## src/rtl/uoram_block_adapter_pkg.sv

```systemverilog
// rtl/uoram_block_adapter_pkg.sv - shared command encodings, beat math and FSM states for the block adapter
package uoram_block_adapter_pkg;

    // Backend command encodings shared with the ORAM controller
    localparam logic [1:0] BECMD_Read    = 2'd0;
    localparam logic [1:0] BECMD_Write   = 2'd1;
    localparam logic [1:0] BECMD_Append  = 2'd2;
    localparam logic [1:0] BECMD_ReadRmv = 2'd3;

    // Adapter request lifecycle: accept, issue to controller, collect beats, hand back
    typedef enum logic [1:0] {
        StIdle  = 2'd0,
        StIssue = 2'd1,
        StRecv  = 2'd2,
        StResp  = 2'd3
    } adapterState_t;

    // Number of beats needed to cover a block, rounding up
    function automatic int divceil(input int num, input int den);
        return (num + den - 1) / den;
    endfunction

    // Write and Append carry block data toward the controller; Read and ReadRmv expect data back
    function automatic logic isWriteCmd(input logic [1:0] cmd);
        return (cmd == BECMD_Write) || (cmd == BECMD_Append);
    endfunction

endpackage

```

## src/rtl/uoram_beat_shifter.sv

```systemverilog
// rtl/uoram_beat_shifter.sv - block<->beat serializer/deserializer with beat counter
module uoram_beat_shifter
    import uoram_block_adapter_pkg::*;
#(
    parameter int Width        = 512,
    parameter int BeatWidth    = 64,
    parameter bit CaptureBeats = 1'b0
) (
    input  logic                 Clock,
    input  logic                 Reset_n,
    input  logic                 Clear,
    input  logic                 Load,
    input  logic [Width-1:0]     LoadData,
    input  logic                 Advance,
    input  logic [BeatWidth-1:0] BeatIn,
    output logic [Width-1:0]     Block,
    output logic [BeatWidth-1:0] BeatOut,
    output logic                 Last
);

    localparam int NumChunks  = divceil(Width, BeatWidth);
    localparam int PadWidth   = NumChunks * BeatWidth;
    localparam int CountWidth = $clog2(NumChunks) + 1;
    localparam logic [CountWidth-1:0] LastCount = CountWidth'(NumChunks - 1);

    // The block is held zero-padded to a whole number of beats so the last
    // beat drives zeros above the block width and returned pad bits are dropped.
    logic [PadWidth-1:0]   blockReg;
    logic [CountWidth-1:0] count;

    // Load a block or capture one beat per handshake; the counter tracks the beat index
    always_ff @(posedge Clock or negedge Reset_n) begin
        if (!Reset_n) begin
            blockReg <= '0;
            count    <= '0;
        end else if (Load || Clear) begin
            count <= '0;
            if (Load) begin
                blockReg <= PadWidth'(LoadData);
            end
        end else if (Advance) begin
            count <= count + 1'b1;
            if (CaptureBeats) begin
                blockReg[int'(count) * BeatWidth +: BeatWidth] <= BeatIn;
            end
        end
    end

    assign BeatOut = blockReg[int'(count) * BeatWidth +: BeatWidth];
    assign Block   = blockReg[Width-1:0];
    assign Last    = (count == LastCount);

endmodule

```

## src/rtl/uoram_block_adapter.sv

```systemverilog
// rtl/uoram_block_adapter.sv - whole-block client adapter in front of the ORAM controller (optional UORAM_ADAPTER_STATS_EN adds Stats port)
module uoram_block_adapter
    import uoram_block_adapter_pkg::*;
#(
    parameter int ORAMU      = 32,
    parameter int ORAMB      = 512,
    parameter int FEDWidth   = 64,
    parameter int DMWidth    = 8,
    parameter int BECMDWidth = 2
) (
    input  logic                  Clock,
    input  logic                  Reset_n,
    input  logic                  ReqValid,
    output logic                  ReqReady,
    input  logic [BECMDWidth-1:0] ReqCmd,
    input  logic [ORAMU-1:0]      ReqAddr,
    input  logic [DMWidth-1:0]    ReqMask,
    input  logic [ORAMB-1:0]      ReqData,
    output logic                  RespValid,
    input  logic                  RespReady,
    output logic [ORAMB-1:0]      RespData,
    output logic [ORAMU-1:0]      RespAddr,
    output logic                  CmdOutValid,
    input  logic                  CmdOutReady,
    output logic [BECMDWidth-1:0] CmdOut,
    output logic [ORAMU-1:0]      ProgAddrOut,
    output logic [DMWidth-1:0]    WMaskOut,
    output logic                  DataOutValid,
    input  logic                  DataOutReady,
    output logic [FEDWidth-1:0]   DataOut,
    input  logic                  ReturnDataValid,
    output logic                  ReturnDataReady,
    input  logic [FEDWidth-1:0]   ReturnData
`ifdef UORAM_ADAPTER_STATS_EN
    ,
    output logic [63:0]           Stats
`endif
);

    adapterState_t state;

    logic accept;
    logic sendFire;
    logic recvFire;
    logic sendLast;
    logic recvLast;
    logic cmdDone;
    logic dataDone;

    logic [ORAMB-1:0]    unusedSendBlock;
    logic [FEDWidth-1:0] unusedRecvBeat;

    assign accept   = (state == StIdle) && ReqValid && ReqReady;
    assign sendFire = DataOutValid && DataOutReady;
    assign recvFire = ReturnDataValid && ReturnDataReady;

    // The command and data channels finish independently, possibly in the same cycle
    assign cmdDone  = !CmdOutValid || CmdOutReady;
    assign dataDone = !DataOutValid || (DataOutReady && sendLast);

    // Write path: block captured at accept, one beat per DataOut handshake
    uoram_beat_shifter #(
        .Width        (ORAMB),
        .BeatWidth    (FEDWidth),
        .CaptureBeats (1'b0)
    ) sendShifter (
        .Clock    (Clock),
        .Reset_n  (Reset_n),
        .Clear    (accept),
        .Load     (accept),
        .LoadData (ReqData),
        .Advance  (sendFire),
        .BeatIn   ({FEDWidth{1'b0}}),
        .Block    (unusedSendBlock),
        .BeatOut  (DataOut),
        .Last     (sendLast)
    );

    // Read path: returned beats assembled in place into the response block
    uoram_beat_shifter #(
        .Width        (ORAMB),
        .BeatWidth    (FEDWidth),
        .CaptureBeats (1'b1)
    ) recvShifter (
        .Clock    (Clock),
        .Reset_n  (Reset_n),
        .Clear    (accept),
        .Load     (1'b0),
        .LoadData ({ORAMB{1'b0}}),
        .Advance  (recvFire),
        .BeatIn   (ReturnData),
        .Block    (RespData),
        .BeatOut  (unusedRecvBeat),
        .Last     (recvLast)
    );

    assign RespAddr = ProgAddrOut;

    // Request FSM with registered handshake outputs; one request in flight at a time
    always_ff @(posedge Clock or negedge Reset_n) begin
        if (!Reset_n) begin
            state           <= StIdle;
            ReqReady        <= 1'b0;
            CmdOutValid     <= 1'b0;
            DataOutValid    <= 1'b0;
            ReturnDataReady <= 1'b0;
            RespValid       <= 1'b0;
            CmdOut          <= '0;
            ProgAddrOut     <= '0;
            WMaskOut        <= '0;
        end else begin
            case (state)
                StIdle: begin
                    if (accept) begin
                        ReqReady     <= 1'b0;
                        CmdOut       <= ReqCmd;
                        ProgAddrOut  <= ReqAddr;
                        // Append always writes the whole block
                        WMaskOut     <= (ReqCmd == BECMD_Append) ? {DMWidth{1'b1}} : ReqMask;
                        CmdOutValid  <= 1'b1;
                        DataOutValid <= isWriteCmd(ReqCmd);
                        state        <= StIssue;
                    end else begin
                        ReqReady <= 1'b1;
                    end
                end
                StIssue: begin
                    if (CmdOutValid && CmdOutReady) begin
                        CmdOutValid <= 1'b0;
                    end
                    if (sendFire && sendLast) begin
                        DataOutValid <= 1'b0;
                    end
                    if (cmdDone && dataDone) begin
                        if (isWriteCmd(CmdOut)) begin
                            ReqReady <= 1'b1;
                            state    <= StIdle;
                        end else begin
                            ReturnDataReady <= 1'b1;
                            state           <= StRecv;
                        end
                    end
                end
                StRecv: begin
                    if (recvFire && recvLast) begin
                        ReturnDataReady <= 1'b0;
                        RespValid       <= 1'b1;
                        state           <= StResp;
                    end
                end
                StResp: begin
                    if (RespReady) begin
                        RespValid <= 1'b0;
                        ReqReady  <= 1'b1;
                        state     <= StIdle;
                    end
                end
                default: begin
                    state <= StIdle;
                end
            endcase
        end
    end

`ifdef UORAM_ADAPTER_STATS_EN
    logic [31:0] reqCount;
    logic [31:0] busyCycles;

    // Saturating activity counters: accepted requests and cycles spent outside IDLE
    always_ff @(posedge Clock or negedge Reset_n) begin
        if (!Reset_n) begin
            reqCount   <= '0;
            busyCycles <= '0;
        end else begin
            if (accept && (reqCount != 32'hFFFF_FFFF)) begin
                reqCount <= reqCount + 32'd1;
            end
            if ((state != StIdle) && (busyCycles != 32'hFFFF_FFFF)) begin
                busyCycles <= busyCycles + 32'd1;
            end
        end
    end

    assign Stats = {busyCycles, reqCount};
`endif

endmodule

```

## config.mk

```make
export PLATFORM = sky130hd
export DESIGN_NAME = uoram_block_adapter
export DESIGN_NICKNAME = d
export VERILOG_FILES = /design/src/rtl/uoram_block_adapter_pkg.sv /design/src/rtl/uoram_beat_shifter.sv /design/src/rtl/uoram_block_adapter.sv
export SDC_FILE = /design/constraint.sdc
export NUM_CORES = 2
export LEC_CHECK = 0
export ABC_AREA = 1
export BUFFER_PORTS_ARGS = -buffer_cell sky130_fd_sc_hd__buf_2
export CORE_AREA = 2 2 492 494
export CTS_CLUSTER_DIAMETER = 60
export CTS_CLUSTER_SIZE = 14
export DETAILED_ROUTE_END_ITERATION = 16
export DIE_AREA = 0 0 494 496
export GPL_ROUTABILITY_DRIVEN = 0
export PLACE_DENSITY = 0.48
export SYNTH_ARGS = -nofsm -noshare
export SYNTH_HDL_FRONTEND = slang
export SYNTH_SLANG_ARGS = --single-unit
```

## constraint.sdc

```tcl
create_clock -name Clock -period 2.7 [get_ports Clock]
set_input_delay 0.135 -clock Clock [delete_from_list [all_inputs] [get_ports Clock]]
set_output_delay 0.135 -clock Clock [all_outputs]
set_load 0.02 [all_outputs]
```

Word-level counts from Yosys, hierarchy flattened
Cells that the tools add are included.
{ "word_totals": {"register_bits": 1081, "input_bits": 625, "out_inout_bits": 655} }
{ "op_classes": {"addsub": 3, "eq_ne": 17, "n_shift": 3, "muxes": 30, "n_bitwise": 1, "reduce_logical": 30} }
{ "ops": {"columns": ["op", "count"], "rows": [
  ["$bwmux 512", 1],
  ["$shift 64x33->512 const A", 1],
  ["$shiftx 512x11->64", 1],
  ["$shiftx 64x33->512", 1],
  ["$neg 10->33", 1],
  ["$mux 4", 4],
  ["$ne 2x2->1 const B", 8],
  ["$mux 1", 13],
  ["$reduce_and 4->1", 3],
  ["$mux 2", 5],
  ["$reduce_bool 2->1", 5],
  ["$logic_and 1x1->1", 9],
  ["$reduce_and 3->1", 3],
  ["$add 4x1->4 const B", 2],
  ["$eq 2x2->1 const B", 4],
  ["$eq 4x3->1 const B", 2],
  ["$mux 8", 1],
  ["$pmux 1 s2", 4],
  ["$pmux 2 s4", 1],
  ["$eq 2x1->1 const B", 3],
  ["$logic_or 1x1->1", 4],
  ["$reduce_and 2->1", 2],
  ["$pmux 1 s3", 1],
  ["$reduce_bool 3->1", 1],
  ["other kinds (3)", 4]
]} }

Logic depth before layout (Yosys ltp)
{ "logic_depth": {"word_depth": 6, "mapped_depth": 14, "mapped_depth_nobuf": 11} }

Cells and area by module
A second synthesis with hierarchy kept.
{ "hier_totals": {"cells_unflattened": 8774, "area_unflattened_um2": 59856.2} }
{ "by_module_without_submodules": {"columns": ["module", "instances", "cells_per_inst", "area_each_um2", "seq_area_each_um2"], "rows": [
  ["uoram_beat_shifter at recvShifter", 1, 5132, 32553.7, 12912.4],
  ["uoram_beat_shifter at sendShifter", 1, 3376, 25045.3, 12912.4],
  ["uoram_block_adapter", 1, 266, 2257.2, 1226.2]
]} }

Worst setup path after synthesis
No wires, ideal clock.
{ "synth_path": {"path_kind": "reg-to-reg", "from": "register recvShifter.count[0]", "to": "register recvShifter.blockReg[462] (netlist: recvShifter.Block[462])", "t_arrival_ns": 2.225, "required_ns": 2.617, "path_slack_ns": 0.392, "path_stages_with_launch": 12, "path_cell_list": "dfrtp_1 buf_2 inv_2 clkbuf_1 ha_1 buf_2 inv_1 buf_2 buf_2 buf_2 nand4_1 o21ai_0"} }
{ "synth_between": {"elab_chain_len": 3, "word_cells_on_any_way": 4, "classes_between": "add/sub: 1; shift: 2; mux: 1"} }
{ "synth_lines": {"columns": ["element", "line_no", "rtl"], "rows": [
  ["start: declaration", "uoram_beat_shifter.sv:29", "logic [CountWidth-1:0] count;"],
  ["start signal: assignment", "uoram_beat_shifter.sv:42", "count <= count + 1'b1;"],
  ["$neg 10->33 *", "uoram_beat_shifter.sv:44", "blockReg[int'(count) * BeatWidth +: BeatWidth] <= BeatIn;"],
  ["$shiftx 64x33->512 or $shift 64x33->512 (tied branches)", "uoram_beat_shifter.sv:44", null],
  ["$bwmux 512 *", "uoram_beat_shifter.sv:44", null],
  ["end signal: assignment", "uoram_beat_shifter.sv:39", "blockReg <= PadWidth'(LoadData);"],
  ["end signal: indexed assignment", "uoram_beat_shifter.sv:44", null],
  ["end: declaration", "uoram_beat_shifter.sv:28", "logic [PadWidth-1:0] blockReg;"]
]} }
Every way passes the cells marked *; elsewhere a longest branch is shown, timed or not.
A chain may end at the register's enable or synchronous reset.

Worst setup path after layout
{ "layout_path": {"from": "register sendShifter.count[0]", "to": "output DataOut[6]"} }
{ "layout_between": {"elab_chain_len": 1} }
{ "layout_lines": {"columns": ["element", "line_no", "rtl"], "rows": [
  ["start: declaration", "uoram_beat_shifter.sv:29", null],
  ["start signal: assignment", "uoram_beat_shifter.sv:42", null],
  ["$shiftx 512x11->64", "uoram_beat_shifter.sv:49", "assign BeatOut = blockReg[int'(count) * BeatWidth +: BeatWidth];"],
  ["end: declaration", "uoram_block_adapter.sv:30", "output logic [FEDWidth-1:0] DataOut,"]
]} }
No other way between the ends.

==> metrics.md <==
| Metric | Value |
|---|---|
| Status | complete, but fails checks |
| Failing checks | negative setup slack |
| Root buffer cell | clkbuf_16 |
| Layout Cells excl Fill | 11047 |
| Reg2reg start | recvShifter.count[0] |
| Die Wd | 494 um |
| Site Rows | between 150 and 200 |
| WS Path Type | reg2out |
| Synth top area cells | dfrtp_1, nand2_1, o21ai_0 |
| Yosys reg bits | 1081 |
| Antenna violations before repair | 32 |
| Endpoint class of the critical path | output port |
| Layout area overhead | 51.0% |
| Area leader, netlist | dfrtp_1 |
| FF-to-FF path depth | 9 |
| CTS Buffer Depth | 3 |
| Yosys warns | 0 |
| Post-synth design cell area | 47000 um2 |
| Number of global-route vias before repair | 48943 |
| Max Slew Vio Count | 0 |
| Critical path fanouts, max | 15 |
| Final core occ | 29.6% |
| CTS tree | built |
| Largest net degree at the start of global routing | 170 |
| Synth async-reset ratio | 100% |
| GRT Residual Overflow | 0 |
| Core Box Area | 240000 um2 |
| CP Launch Type | flop |
| Reg2reg end | recvShifter.Block[182] |
| Final WS setup | -0.166 ns |
| Sequential fraction of the synthesis area | 57.5% |
| Yosys cell types | 32 |
| Via-per-instance ratio | 4.44 |
| Placed cells | 10077 |
| Hpwl dp | 193000 um |
| Dominant synthesized flop cell | dfrtp_1 |
| WL/cell | 24.1 um |
| Hold_sp | ReqData[44] |
| Post-route ant nets | 0 |
| Setup TNS | -3.62 ns |
| Dpl ws | about 0.060 ns |
| Worst hold path type | in2reg |
| Cts bufs inserted | 117 |
| Maximum vdd drop | 1.13 mV |
| Cell count after synthesis | 5838 |
| R2R Setup Slk | 0.17 ns |
| Vias post-DR | 49091 |
| First-pass GRT wire length | 366000 um |
| Commonest cells in the netlist | nand2_1, dfrtp_1, o21ai_0, nand3_1, nor2_1 |
| Nets | between 8000 and 9000 |
| Power Dens Cells | 1280 nW/um2 |
| Min Tclk post-route | 2.87 ns |
| Slowest cell on crit path | dfrtp_4 |
| Die height | ~500 um |
| Final clock skew | 0.0261 ns |
| All-Layer GR Usage | 20.7% |
| Synth top area share | 57.5% |
| Critical path, cell by cell | buf_16, buf_4, a21oi_1, o21ai_0, buf_4, o21ai_1, nand3_1, nand2_4, buf_2 |
| Pleak | 37.2 nW |
| Syn Nets | 6470 |
| Worst path max stage delay | roughly 0.52 ns |
| CP most frequent cell | buf_4 |
| Post-synth EDFFs | 0 |
| MaxCap Viol Count | 0 |
| Drt first pass iters | 5 |
| Worst hold endpoint | sendShifter.Block[44] |
| Fin crit share | 106% |
| Top Ports | 1280 |
| PortBufs | 1279 |
| Critical Path AT | about 2.7 ns |
| Post-Syn Area per Cell | 8.06 um2 |
| Num Clock Sinks | 1081 |
| CTS H-Tree Depth | 3 |
| Worst path required time | about 2.6 ns |
| DRC Markers | 0 |
| RSZ-0062 raised after global routing | true |
| Min-Delay Path Depth | 4 |
| Most frequent cell after synthesis | nand2_1 |
| Final setup vio count | 55 |
| Detailed Route WL | between 200000 and 300000 um |
| Clock slew at reported path FFs | about 0.07 ns |
| Layout cells sized above 1 | 24.9% |
| Skew-Pair Late Insertion Delay | 0.77 ns |
| Slew @ Worst Pin | 1.17 ns |
| FMAX | 349 MHz |
| Initial Util | 19.6% |
| Slew margin rel. | 21.8% |
| Final Hold Viols | 0 |
| Die ar. | 245000 um2 |
| Initial DRC count | 4011 |
## per-stage QoR
stage	total power [mW]	instance area, um2	hold WS, ns
finish	90.9	71000	0.0889
global route	96.0	71000	0.0405
CTS	89.9	70100	0.000192
detailed placement	67.9	57900	0.214
global placement	67.5	57900	0.212
floorplan	47.9	47000	-0.161
## routing by layer
metal  GRT usage [%]  up-vias  wire length [um]
li1                -    22353                 -
met1            23.7    24022            101000
met2            36.8     2272            134000
met3            3.25      432             16400
met4            11.0       12             15300
met5               0        -                75
## final cells by class
type / instances / area, um2
diodes: 17 / 42.5
clock buffers: 141 / 3180
clock inverters: 62 / 852
fillers: 25682 / 169000
inverters: 167 / 666
multi-input cells: 4152 / 18200
flip-flops and latches: 1081 / 27100
well taps: 3185 / 3990
repair buffers: 2240 / 17000
repair inverters: 2 / 25.0
## worst max-delay path, delay by kind of cell (launching register included)
kind / cells / cell delay, ns
buffers and inverters: 4 / 0.71
flip-flops: 1 / 0.52
AND/OR/NAND/NOR: 2 / 0.38
AO/OA/AOI/OAI: 3 / 0.28
## flip-flops by register name, summed over array words and instances, names as in the netlist, named ones only
register / flops
CmdOutValid: 1
DataOutValid: 1
recvShifter.count: 4
ReturnDataReady: 1
sendShifter.Block: 512
state: 1
RespValid: 1
recvShifter.Block: 512
CmdOut: 2
ReqReady: 1
ProgAddrOut: 32
sendShifter.count: 4
WMaskOut: 8
## kinds of logic after synthesis
family	after synthesis	synth area share, %
AO/OA/AOI/OAI	694	7.57
XOR/XNOR	2	0.0372
adder cells (fa/ha/maj)	7	0.186
buffers and inverters	605	5.61
flip-flops	1081	57.5
AND/OR/NAND/NOR	3449	29.1
## power breakdown
group | leakage [nW] | switching [mW] | total (mW) | internal [mW]
clock | 1.96 | 7.80 | 17.2 | 9.42
sequential | 14.1 | 4.55 | 27.4 | 22.8
combinational | 21.2 | 30.9 | 46.3 | 15.4
total | 37.2 | 43.2 | 90.9 | 47.7
## worst max path at each step
stage | slack, ns | from | end
finish | -0.17 | sendShifter.count[0] | DataOut[6]
global placement | 0.06 | sendShifter.count[1] | DataOut[58]
floorplan | 0.39 | recvShifter.count[0] | recvShifter.Block[462]
global route | -0.25 | sendShifter.count[0] | DataOut[35]
CTS | -0.31 | sendShifter.count[1] | DataOut[18]
detailed placement | 0.06 | sendShifter.count[1] | DataOut[58]
## layout by cell type (no fill, tap or decap), drive strengths merged
master,n
a21oi,69
clkinvlp,6
o21a,1
xnor2,1
nand2,2706
or2,1
o21ai,557
ha,7
nor2,301
o22ai,64
dfrtp,1081
a21o,1
diode,17
xor2,1
nand4,75
clkbuf,148
a31oi,1
inv,183
nand3,301
bufinv,9
dlygate4sd3,680
nor3,65
buf,1553
a22oi,1
clkinv,33
## timing repair
item	4_1_cts	5_1_grt
buffers inserted	18	31
endpoints found under the setup margin	64	64
gates cloned	12	10
gates resized for setup	304	152
pin swaps	19	37
hold buffers	680	0
hold endpoints to repair	1845	0
No activity file was read; power rests on OpenSTA's default activity.
